==> src/rtl/median_pkg.sv <==
// Shared types and default sizes for the median datapath.
package median_pkg;

  localparam int unsigned DATA_WIDTH_DEF = 8;
  localparam int unsigned DATA_SIZE_DEF  = 9;
  localparam int unsigned STRIDE_DEF     = 1;
  localparam int unsigned CNT_WIDTH_DEF  = 16;

  typedef enum logic [1:0] {
    FILL    = 2'd0,
    PRESENT = 2'd1,
    SLIDE   = 2'd2
  } feeder_state_e;

endpackage

==> src/rtl/median_shift_window.sv <==
// Sliding sample window: [0] oldest, [DATA_SIZE-1] newest; clear beats shift.
module median_shift_window
  import median_pkg::*;
#(
  parameter int unsigned DATA_WIDTH = DATA_WIDTH_DEF,
  parameter int unsigned DATA_SIZE  = DATA_SIZE_DEF
) (
  input  logic                  clk_i,
  input  logic                  rstn_i,
  input  logic                  shift_en_i,
  input  logic                  clear_i,
  input  logic [DATA_WIDTH-1:0] din_i,
  output logic [DATA_WIDTH-1:0] window_o [DATA_SIZE]
);

  logic [DATA_WIDTH-1:0] window_q [DATA_SIZE];
  logic [DATA_WIDTH-1:0] window_d [DATA_SIZE];

  always_comb begin
    window_d = window_q;
    if (clear_i) begin
      window_d = '{default: '0};
    end else if (shift_en_i) begin
      for (int unsigned i = 0; i < DATA_SIZE - 1; i++) begin
        window_d[i] = window_q[i + 1];
      end
      window_d[DATA_SIZE - 1] = din_i;
    end
  end

  always_ff @(posedge clk_i or negedge rstn_i) begin
    if (!rstn_i) begin
      window_q <= '{default: '0};
    end else begin
      window_q <= window_d;
    end
  end

  assign window_o = window_q;

endmodule

==> src/rtl/median_window_feeder.sv <==
// Gathers a serial sample stream into sliding windows and presents one
// window per STRIDE new samples to the median block, holding it until taken.
module median_window_feeder
  import median_pkg::*;
#(
  parameter int unsigned DATA_WIDTH = DATA_WIDTH_DEF,
  parameter int unsigned DATA_SIZE  = DATA_SIZE_DEF,
  parameter int unsigned STRIDE     = STRIDE_DEF,
  parameter int unsigned CNT_WIDTH  = CNT_WIDTH_DEF
) (
  input  logic                             clk_i,
  input  logic                             rstn_i,
  input  logic                             clear_i,
  input  logic [DATA_WIDTH-1:0]            sample_i,
  input  logic                             sample_valid_i,
  output logic                             sample_ready_o,
  output logic [DATA_WIDTH-1:0]            window_o [DATA_SIZE],
  output logic                             window_valid_o,
  input  logic                             window_ready_i,
  output logic [$clog2(DATA_SIZE+1)-1:0]   fill_count_o,
  output logic [CNT_WIDTH-1:0]             windows_o
);

  localparam int unsigned FILL_W   = $clog2(DATA_SIZE + 1);
  localparam int unsigned STRIDE_W = $clog2(DATA_SIZE + 1);

  feeder_state_e         state_q, state_d;
  logic [FILL_W-1:0]     fill_q, fill_d;
  logic [STRIDE_W-1:0]   stride_q, stride_d;
  logic [CNT_WIDTH-1:0]  windows_q, windows_d;
  logic                  accept_c;
  logic                  shift_en_c;

  // Handshake flags come straight off the state register, so the
  // consumption cycle is always a one-cycle input bubble.
  assign sample_ready_o = (state_q != PRESENT);
  assign window_valid_o = (state_q == PRESENT);
  assign accept_c       = sample_valid_i & sample_ready_o;
  assign shift_en_c     = accept_c & ~clear_i;

  always_comb begin
    state_d   = state_q;
    fill_d    = fill_q;
    stride_d  = stride_q;
    windows_d = windows_q;
    if (clear_i) begin
      state_d  = FILL;
      fill_d   = '0;
      stride_d = '0;
    end else begin
      case (state_q)
        FILL: begin
          if (accept_c) begin
            fill_d = fill_q + FILL_W'(1);
            if (fill_q == FILL_W'(DATA_SIZE - 1)) begin
              state_d = PRESENT;
            end
          end
        end
        PRESENT: begin
          if (window_ready_i) begin
            windows_d = windows_q + CNT_WIDTH'(1);
            stride_d  = '0;
            state_d   = SLIDE;
          end
        end
        SLIDE: begin
          if (accept_c) begin
            stride_d = stride_q + STRIDE_W'(1);
            if (stride_q == STRIDE_W'(STRIDE - 1)) begin
              state_d = PRESENT;
            end
          end
        end
        default: begin
          state_d = FILL;
        end
      endcase
    end
  end

  always_ff @(posedge clk_i or negedge rstn_i) begin
    if (!rstn_i) begin
      state_q   <= FILL;
      fill_q    <= '0;
      stride_q  <= '0;
      windows_q <= '0;
    end else begin
      state_q   <= state_d;
      fill_q    <= fill_d;
      stride_q  <= stride_d;
      windows_q <= windows_d;
    end
  end

  median_shift_window #(
    .DATA_WIDTH (DATA_WIDTH),
    .DATA_SIZE  (DATA_SIZE)
  ) u_window (
    .clk_i      (clk_i),
    .rstn_i     (rstn_i),
    .shift_en_i (shift_en_c),
    .clear_i    (clear_i),
    .din_i      (sample_i),
    .window_o   (window_o)
  );

  assign fill_count_o = fill_q;
  assign windows_o    = windows_q;

endmodule

==> config.mk <==
export PLATFORM = sky130hd
export DESIGN_NAME = median_window_feeder
export DESIGN_NICKNAME = d
export VERILOG_FILES = /design/src/rtl/median_pkg.sv /design/src/rtl/median_shift_window.sv /design/src/rtl/median_window_feeder.sv
export SDC_FILE = /design/constraint.sdc
export NUM_CORES = 1
export LEC_CHECK = 0
export ABC_AREA = 1
export ABC_CLOCK_PERIOD_IN_PS = 4000
export BUFFER_PORTS_ARGS = -buffer_cell sky130_fd_sc_hd__buf_2
export CAP_MARGIN = 5
export CORE_AREA = 2 2 88 98
export DETAILED_ROUTE_END_ITERATION = 6
export DIE_AREA = 0 0 90 100
export GPL_TIMING_DRIVEN = 1
export HOLD_SLACK_MARGIN = 0.06
export PLACE_DENSITY_LB_ADDON = 0.25
export SETUP_SLACK_MARGIN = 0.1
export SYNTH_ARGS = -nofsm -noshare
export SYNTH_HDL_FRONTEND = slang
export SYNTH_HIERARCHICAL = 1
export SYNTH_SLANG_ARGS = --single-unit
==> constraint.sdc <==
create_clock -name clk_i -period 4 [get_ports clk_i]
set_input_delay 0.6 -clock clk_i [delete_from_list [all_inputs] [get_ports clk_i]]
set_output_delay 0.6 -clock clk_i [all_outputs]
set_load 0.005 [all_outputs]
Word-level counts from Yosys, hierarchy flattened
Index checks and enable logic that the tools add are counted.
{"block": "op_classes", "reduce_logical": 10, "mux": 16, "addsub": 3, "bitwise_logic": 3, "n_eq_ne": 9}
{"cell": "72-bit 2-to-1 mux", "count": 2}
{"cell": "4-bit 2-to-1 mux", "count": 6}
{"cell": "16-bit by 1-bit adder with 16-bit output, second input constant", "count": 1}
{"cell": "2-bit 2-to-1 mux", "count": 6}
{"cell": "3-bit inequality test, second input constant", "count": 4}
{"cell": "4-bit by 1-bit adder with 4-bit output, second input constant", "count": 2}
{"cell": "4-bit case mux with 2 select lines", "count": 1}
{"cell": "2-bit case mux with 3 select lines", "count": 1}
{"cell": "3-bit AND reduction", "count": 2}
{"cell": "2-bit nonzero test", "count": 3}
{"cell": "5-bit AND reduction", "count": 1}
{"cell": "4-bit == test, second input constant", "count": 1}
{"cell": "4-bit zero test", "count": 1}
{"cell": "3-bit by 2-bit inequality test with 1-bit output, second input constant", "count": 1}
{"cell": "3-bit nonzero test", "count": 1}
{"cell": "1-bit AND", "count": 2}
{"cell": "2-bit by 1-bit == test with 1-bit output, second input constant", "count": 1}
{"cell": "2-bit == test, second input constant", "count": 1}
{"cell": "2-bit zero test", "count": 1}
{"cell": "2-bit by 1-bit inequality test with 1-bit output, second input constant", "count": 1}
{"cell": "2-bit AND reduction", "count": 1}
{"cell": "1-bit NOT", "count": 1}
{"block": "totals", "register_bits": 98, "input_bits": 13, "output_inout_bits": 94, "elab_cells": 54}

Depth between registers and ports, before layout
{"block": "depth", "depth_word": 5, "mapped_depth": 9}

Modules after synthesis
The synthesis kept the hierarchy.
{"mod": "median_shift_window", "area_per_inst_um2": 2975.4, "cells_each": 312, "instances": 1}
{"mod": "median_window_feeder", "area_per_inst_um2": 1552.7, "cells_each": 205, "instances": 1}

Worst setup path after synthesis
No wires, ideal clock.
{"block": "synth_timing", "kind": "input to register", "from": "in clear_i", "to": "reg u_window.window_q, in the netlist u_window/window_o[43]", "setup_ns": 0.117, "arrival_time_ns": 1.345, "required_time_ns": 3.883, "cell_stages": 8, "slack_ns": 2.538, "cell_sequence": "inv_2 -> nand2_1 -> nor2_1 -> buf_6 -> nor2_8 -> buf_4 -> nand2_1 -> nand2_1"}
{"block": "synth_via", "elab_chain_len": 3}
{"item": "from (decl)", "line": "median_window_feeder.sv:13", "text": "input logic clear_i,"}
{"item": "1-bit NOT (no line)"}
{"item": "1-bit AND", "line": "median_window_feeder.sv:39", "text": "assign shift_en_c = accept_c & ~clear_i;"}
{"item": "named net shift_en_c", "line": "median_window_feeder.sv:32", "text": "logic shift_en_c;"}
{"item": "2-bit nonzero test (no line)"}
{"item": "to (signal assigned)", "line": "median_shift_window.sv:35", "text": "window_q <= window_d;"}
{"item": "to (decl)", "line": "median_shift_window.sv:16", "text": "logic [DATA_WIDTH-1:0] window_q [DATA_SIZE];"}
The timed path passes the listed nets, and every way through them passes these cells.
A chain may end at the register's enable or synchronous reset.

Final worst setup path
{"block": "layout_timing", "from": "in clear_i", "to": "reg u_window.window_q, in the netlist u_window/window_o[36]"}
Same word-level chain as after synthesis.

==> metrics.txt <==
H-tree levels=3; post-cts hold buffer count=0; crit start category=primary input; ys flop type=dfrtp_1; relative slew slack=~40%; Avg Cell Area, Syn=approximately 8.8 um2; r2r endpoint=u_window/window_o[36]; Residual DRC=0; vias per inst=between 5 and 6; Pleak=3.03 nW; routed vias=3,682; CP max stage delay=approximately 0.64 ns; Core Box Area=about 8100 um2; maximum vdd drop=0.000278 V; Iter 0 DRT Violations=roughly 260; Post-synth EDFFs=0; critical path arrival=2.58 ns; I/O pin total=107; CTS tree=done; cell area after synthesis=approximately 4500 um2; Setup CP Type=primary input to register; Pwr Density=between 300 and 400 nW/um2; global placer's final weighted congestion=0.795; top cells by count, synth=207 x nand2_1, 98 x dfrtp_1, 83 x nand3_1, 24 x inv_1, 23 x nor2_1; clock root cell=clkbuf_8; WL final=9560 um; worst-path cell chain=buf_2 -> inv_2 -> nand2_1 -> nor2_4 -> buf_4 -> nand3_1 -> nand2_1; critical path data required time=approximately 4.3 ns; layout cells sized above 1=23.8%; final core occ=between 60% and 70%; status=completed; Placement Rows=35; Fmax=438 MHz; leading area contributor after synthesis=dfrtp_1; Final Slew Violations=0; Initial Util=a little under three fifths; Ys Warns=6; top-count cell post-synth=nand2_1; TNS Setup=0 ns; clock tree buffer depth=2; WL/cell=13.1 um; antenna violations before repair=0; Reg2Reg Launch Point=state_q[1]; Die W=90 um; sequential share of the synthesized area=~54%; DRT Pass-1 Iters=4; Worst-Skew Late Latency=between 0.3 and 0.4 ns; first-pass GRT wire length=15,600 um; Inserted Diodes=0; maxcap violations=0; Synth Instances=517; vias in the first global route=3,283; synth-to-layout area growth=14.6%; die height=around 100 um; Worst-Margin Slew=0.902 ns; number of synthesized register bits=just under 100; Setup crit end kind=register; Syn Nets=535; GRT overflow=0; post-CTS setup buffer count=0; R2R Setup Slk=1.75 ns; Final Hold Viols=0; pre-CTS setup slack=1.39 ns; # clock sinks=98; final setup violation count=0; Hold Path Class=primary input to asynchronous set/reset pin; All-Layer GR Usage=21.3%; Distinct cells, synth=30; top cells by area, synth=dfrtp_1 54%, nand2_1 17%, nand3_1 9.2%; ys async rst share=100%; cell family with most CP delay=simple AND/OR/NAND/NOR gates; worst-path fanout max=between 40 and 50; FF-to-FF path depth=7; final setup margin=1.72 ns; DP HPWL=6450 um; total CTS buffers=9; Layout Nets=631; part of the cycle the worst path needs=57.0%; worst path buffer plus inverter count=3; Final Skew=0.0102 ns; clock slew at reported path FFs=about 0.10 ns; ANT nets after route=0; die area=9000 um2; largest net degree at the start of global routing=73; port buffer count=106; Worst path slowest cell=nor2_4; top cell type's share of synthesized area=54.2%; final worst path period need=2.28 ns; RSZ-0062 raised after global routing=no; CP dominant cell by count=nand2_1; CTS resizes=0
worst max-delay path by stage:
stage               startpoint                    end  cells past startpoint
detailed placement     clear_i  u_window/window_o[61]                      7
global placement       clear_i  u_window/window_o[28]                      7
CTS                    clear_i  u_window/window_o[36]                      7
finish                 clear_i  u_window/window_o[36]                      7
floorplan              clear_i  u_window/window_o[43]                      8
global route           clear_i  u_window/window_o[36]                      7
cell families after synthesis:
family	count (synthesis)	synth area share, %
and+or+nand+nor	335	32.6
DFF	98	54.2
buffers and inverters	53	7.71
AOI/OAI and AO/OA	17	2.10
xor gates and xnor gates	9	2.07
adders and majority gates	5	1.38
area by class of cell:
type / count / area, um2
Clock inverter: 6 / 73.8
Inverter: 30 / 115
Clock buffer: 10 / 128
Fill cell: 732 / 2960
Timing Repair Buffer: 108 / 548
Tap cell: 111 / 139
Multi-Input combinational cell: 366 / 1730
Sequential cell: 98 / 2450
worst reg2reg max path, delay by kind of cell, from the launching register on:
family,cells,cell delay [ns]
AND/OR/NAND/NOR,5,1.15
buffers and inverters,2,0.60
flip-flops,1,0.44
routing by layer:
metal  part of all wire (%)  GRT usage (%)  vias to the layer above  wire length (um)
met5                      0              0                        -                 0
met4                   0.46           5.68                        0                44
met3                    5.2           4.80                        6               496
met2                     50           36.1                       97              4800
met1                     44           28.1                     1749              4220
li1                       -              -                     1830                 -
layout by cell type, fill, tap and decap left out, types with 2 or more instances in the layout:
cell and n:
nand2_2 2, dfrtp_1 98, inv_1 24, o21ai_1 5
clkbuf_8 9, nor2_1 22, nand2_1 207, buf_2 105
nand3b_1 2, clkinvlp_4 2, nand2_4 2, inv_2 5
ha_1 5, buf_4 3, nand4_1 6, xor2_1 4
nand3_2 4, o21ai_0 7, nand3_1 83, xnor2_2 2
xnor2_1 3, a21oi_1 2, nor2_4 4
flip-flops by register name, indices dropped and copies added, names as in the netlist:
signal / count
u_window/window_o: 72
state_q: 2
windows_o: 16
stride_q: 4
fill_count_o: 4
metrics by stage:
| stage | power (mW) | instance area, um2 | std cells | hold slack (ns) |
|---|---|---|---|---|
| detailed placement | 1.40 | 4990 | 713 | 0.454 |
| finish | 2.02 | 5190 | 729 | 0.339 |
| global placement | 1.39 | 4990 | 713 | 0.448 |
| floorplan | 1.30 | 4530 | 517 | 0.304 |
| global route | 2.13 | 5190 | 729 | 0.400 |
| CTS | 2.04 | 5190 | 729 | 0.370 |
report_power, final:
part	internal (mW)	switching [mW]
Combinational	0.0959	0.183
Clock	0.297	0.350
Sequential	1.04	0.0582
Total	1.43	0.590
(Power assumes the default switching activity.)
